`config.mk`:
```
export PLATFORM = sky130hd
export DESIGN_NAME = serial_word_receiver
export DESIGN_NICKNAME = d
export VERILOG_FILES = /design/src/rtl/serial_word_receiver.sv
export SDC_FILE = /design/constraint.sdc
export NUM_CORES = 1
export LEC_CHECK = 0
export BUFFER_PORTS_ARGS = -buffer_cell sky130_fd_sc_hd__buf_2
export CAP_MARGIN = 30
export CORE_MARGIN = 3
export CORE_UTILIZATION = 53
export CTS_CLUSTER_SIZE = 20
export DETAILED_ROUTE_END_ITERATION = 16
export GPL_TIMING_DRIVEN = 0
export PLACE_DENSITY = 0.77
export SLEW_MARGIN = 40
export SYNTH_ARGS = -nofsm -noshare
export SYNTH_HDL_FRONTEND = slang
export SYNTH_SLANG_ARGS = --single-unit
```
`constraint.sdc`:
```
create_clock -name clock -period 1.6 [get_ports clock]
set_input_delay 0.24 -clock clock [delete_from_list [all_inputs] [get_ports clock]]
set_output_delay 0.24 -clock clock [all_outputs]
set_load 0.02 [all_outputs]
```
`src/rtl/serial_word_receiver.sv`:
```
// Serial clock/data/select receiver: synchronises the external interface into the
// clock domain and assembles bitwidth-wide words, strobing load_enable per word.
module serial_word_receiver #(
    parameter int bitwidth  = 8,
    parameter bit msb_first = 1'b1
) (
    input  logic                clock,
    input  logic                reset,
    input  logic                serial_clock,
    input  logic                serial_data,
    input  logic                serial_select_n,
    output logic [bitwidth-1:0] value_out,
    output logic                load_enable,
    output logic                busy,
    output logic                frame_error
);

    localparam int CNT_W = (bitwidth > 2) ? $clog2(bitwidth) : 1;
    localparam logic [CNT_W-1:0] LAST_BIT = CNT_W'(bitwidth - 1);

    typedef enum logic {
        IDLE,
        SHIFT
    } state_t;

    state_t              state;
    logic                sclk_p0, sclk_p1, sclk_p2;
    logic                sdat_p0, sdat_p1;
    logic                ssel_p0, ssel_p1;
    logic [CNT_W-1:0]    bit_count;
    logic [bitwidth-1:0] shift_reg;

    logic                rise;
    logic                last_bit;
    logic [bitwidth-1:0] shifted;
    logic [CNT_W-1:0]    count_after;

    function automatic logic [bitwidth-1:0] shift_in(input logic [bitwidth-1:0] word,
                                                     input logic bit_in);
        if (msb_first)
            return {word[bitwidth-2:0], bit_in};
        else
            return {bit_in, word[bitwidth-1:1]};
    endfunction

    // Synchroniser stage: two flops per input, plus a history flop on serial_clock
    always_ff @(posedge clock or posedge reset) begin
        if (reset) begin
            sclk_p0 <= 1'b0;
            sclk_p1 <= 1'b0;
            sclk_p2 <= 1'b0;
            sdat_p0 <= 1'b0;
            sdat_p1 <= 1'b0;
            ssel_p0 <= 1'b1;
            ssel_p1 <= 1'b1;
        end else begin
            sclk_p0 <= serial_clock;
            sclk_p1 <= sclk_p0;
            sclk_p2 <= sclk_p1;
            sdat_p0 <= serial_data;
            sdat_p1 <= sdat_p0;
            ssel_p0 <= serial_select_n;
            ssel_p1 <= ssel_p0;
        end
    end

    always_comb begin
        rise        = sclk_p1 & ~sclk_p2;
        last_bit    = (bit_count == LAST_BIT);
        shifted     = shift_in(shift_reg, sdat_p1);
        count_after = bit_count;
        if (rise)
            count_after = last_bit ? '0 : bit_count + 1'b1;
    end

    // Frame stage: a rise in the same cycle as deselect is absorbed before the
    // frame closes, so the error test looks at the post-shift count.
    always_ff @(posedge clock or posedge reset) begin
        if (reset) begin
            state       <= IDLE;
            bit_count   <= '0;
            shift_reg   <= '0;
            value_out   <= '0;
            load_enable <= 1'b0;
            busy        <= 1'b0;
            frame_error <= 1'b0;
        end else begin
            load_enable <= 1'b0;
            case (state)
                IDLE: begin
                    if (!ssel_p1) begin
                        state       <= SHIFT;
                        bit_count   <= '0;
                        shift_reg   <= '0;
                        frame_error <= 1'b0;
                        busy        <= 1'b1;
                    end
                end
                SHIFT: begin
                    if (rise) begin
                        shift_reg <= shifted;
                        bit_count <= count_after;
                        if (last_bit) begin
                            value_out   <= shifted;
                            load_enable <= 1'b1;
                        end
                    end
                    if (ssel_p1) begin
                        state <= IDLE;
                        busy  <= 1'b0;
                        if (count_after != '0)
                            frame_error <= 1'b1;
                    end
                end
                default: state <= IDLE;
            endcase
        end
    end

endmodule

```
==> impl_results.md <==
* Setup violations, final at 0
* Drt total wl at 1.64 mm
* Initial antenna violation count at 0
* H-tree Lvls at 2
* Clk buf depth at 2
* CTS resizes at 0
* Core Footprint at 0.00182 mm²
* Pins Over Slew Limit at 0
* Synth area leaders: dfrtp_1 63%, mux2_4 11%, a22o_1 7.3%, dfstp_2 4.9%, ha_1 3.5%
* Commonest non-fill, non-tap cell in the layout: dfrtp_1
* Worst EP required at 1.81 ns
* Number of fill cells at about 140
* Clock sinks at 29
* Reg2reg start: bit_count[0]$_DFFE_PP0P_
* Vias in the first global route at 617
* Metal-1 WL at 769 µm
* Drt initial violations at 11
* CP arrival at 1.67 ns
* Gpl congestion at 0.686
* Area grow syn2layout at 20.0%
* Cell variety after synth at 18
* Crit path launch type: register
* Run status: completed
* Total grt overflow at 0
* Max Cap Violations at 0
* Clk Latency, worst-skew pair at 0.32 ns
* Rel. slew slack at 0.624
* Clock transition at path regs at 0.09 ns
* DRC viols at 0
* Setup crit start: bit_count[0]$_DFFE_PP0P_
* Synth Area per Inst at roughly 17 µm²
* Largest net degree at the start of global routing at 30
* Pwr dens at 1230 mW/mm²
* Die ar. at 0.00261 mm²
* First-pass GRT wire length at between 2 and 3 mm
* Net count after synthesis at 73
* Layout cells sized above 1 at 0.433
* Worst R2R End: value_out[0]$_DFFE_PP0P_
* Die height at 51.1 µm
* Post-CTS Setup Bufs at 0
* Leak at between 0.7 and 0.8 nW
* Period utilization at 0.913
* Highest metal used: met4
* Crit. End Element: register
* Drt pass-1 iters at 4
* Final Hold Viols at 0
* DP Wirelength at 1.07 mm
* Met3 Routed Length at 78 µm
* Power after layout at 1.59 mW
* Hold path cells at 1
* Gr usage total at 0.150
* WL met2 at 757 µm
* Die X-Extent at between 50 and 60 µm
* Register bit total from synthesis at 29
* Initial Util at 0.592
* Via/cell ratio at 5.18
* Wirelength per Cell at 14.2 µm
* Worst Path Max Fanout at 9
* CTS tree: done
* Hold path start: serial_data
* Yosys warns at 0
* TNS Setup at 0 ns
* FMAX at approximately 680 MHz
* # hold bufs at CTS at 2
* Post-Synthesis Cells at 65
* Worst hold path endpoint: sdat_p0$_DFF_PP0_
* Unrepaired setup endpoints after global routing: no
* Via count at 596
* Reg2reg path depth at 4
* Max reg flops at 8
* Syn Std Cell Area at 0.00108 mm²
* Most frequent cells in the layout: 27 x dfrtp_1, 16 x buf_2, 9 x a22o_1
* Measured slew at the worst slew-check pin at between 0.5 and 0.6 ns
* CTS root buffer: clkbuf_4
* IO Pins at 16
* Final worst path period need at around 1.5 ns
* Post-synth top area cell: dfrtp_1
* Post-DRT Antenna Nets at 0
* Antenna fix cells at 0
* Port bufs at 15
* Clk_skew at 0.00713 ns
* VDD IR max at ~1.0 mV
* # rows at 15
* Worst hold path class: input pin to register
* Critical path type: register to register
* Final Net Count at 97
* CTS buffer count at 5
* R2R Setup Slk at ~0.14 ns
* Sequential fraction of the synthesis area at 0.675
* Synth top area share at 0.626
[kinds of logic (layout without fill, tap and decap cells)]
family,count (synthesis),after routing,synth area share
simple gates,6,6,0.0452
fa+ha+maj,3,3,0.0348
mux,9,9,0.122
compound gates,13,13,0.104
buf+inv,5,30,0.0186
flops,29,29,0.675
[layout make-up]
type | instances | area (µm²) | share of cell area
Sequential cell | 29 | 728 | 0.563
Multi-Input combinational cell | 31 | 330 | 0.255
Timing Repair Buffer | 17 | 95.1 | 0.0735
Clock buffer | 6 | 51.3 | 0.0397
Clock inverter | 2 | 37.5 | 0.0290
Tap cell | 25 | 31.3 | 0.0242
Inverter | 4 | 15.0 | 0.0116
Buffer | 1 | 5.00 | 0.00387
[synthesized netlist by cell type]
master	count
a21oi_2	1
a22o_1	9
and3b_4	1
buf_2	1
dfrtp_1	27
dfstp_2	2
ha_1	3
inv_1	4
mux2_2	1
mux2_4	8
nand2_4	1
nor2_1	1
nor2b_1	1
nor4_1	1
nor4b_1	1
o22a_1	1
o31ai_1	1
o41ai_1	1
[per-layer routing]
layer,track usage,vias to the layer above
li1,-,287
met4,0.0673,0
met1,0.181,289
met2,0.238,15
met3,0.0554,5
met5,0,-
[through the flow]
| step | setup slack [ns] | cell area (µm²) | instances | utilization | hold WS (ns) |
|---|---|---|---|---|---|
| 6_report | 0.140 | 1290 | 115 | 0.711 | 0.0173 |
| 2_1_floorplan | 0.238 | 1080 | 65 | - | 0.244 |
| 3_5_place_dp | 0.126 | 1180 | 105 | 0.651 | 0.338 |
| 5_1_grt | 0.0377 | 1290 | 115 | 0.711 | 0.00193 |
| 3_3_place_gp | 0.172 | 1180 | 105 | 0.651 | 0.335 |
| 4_1_cts | 0.112 | 1290 | 115 | 0.711 | 0.0116 |
[power by group]
part           internal [mW]  leakage [nW]  switching [mW]  total (mW)
registers              0.782         0.375          0.0342       0.816
logic                 0.0713         0.284          0.0827       0.154
clock network          0.371        0.0445           0.249       0.620
[critical path, cell delays in order (launching register included)]
cell and delay (ns):
dfrtp_1 0.42, ha_1 0.21, ha_1 0.22, nand2_4 0.17, mux2_4 0.32
[worst max path at each step]
stage | endpoint | slack (ns) | depth (start not counted)
floorplan | value_out[0]$_DFFE_PP0P_ | 0.24 | 4
global placement | value_out[3]$_DFFE_PP0P_ | 0.17 | 4
detailed placement | frame_error$_DFFE_PP0P_ | 0.13 | 4
CTS | frame_error$_DFFE_PP0P_ | 0.11 | 4
global route | frame_error$_DFFE_PP0P_ | 0.04 | 4
finish | value_out[0]$_DFFE_PP0P_ | 0.14 | 4
Power figures use the tool's default switching activity.
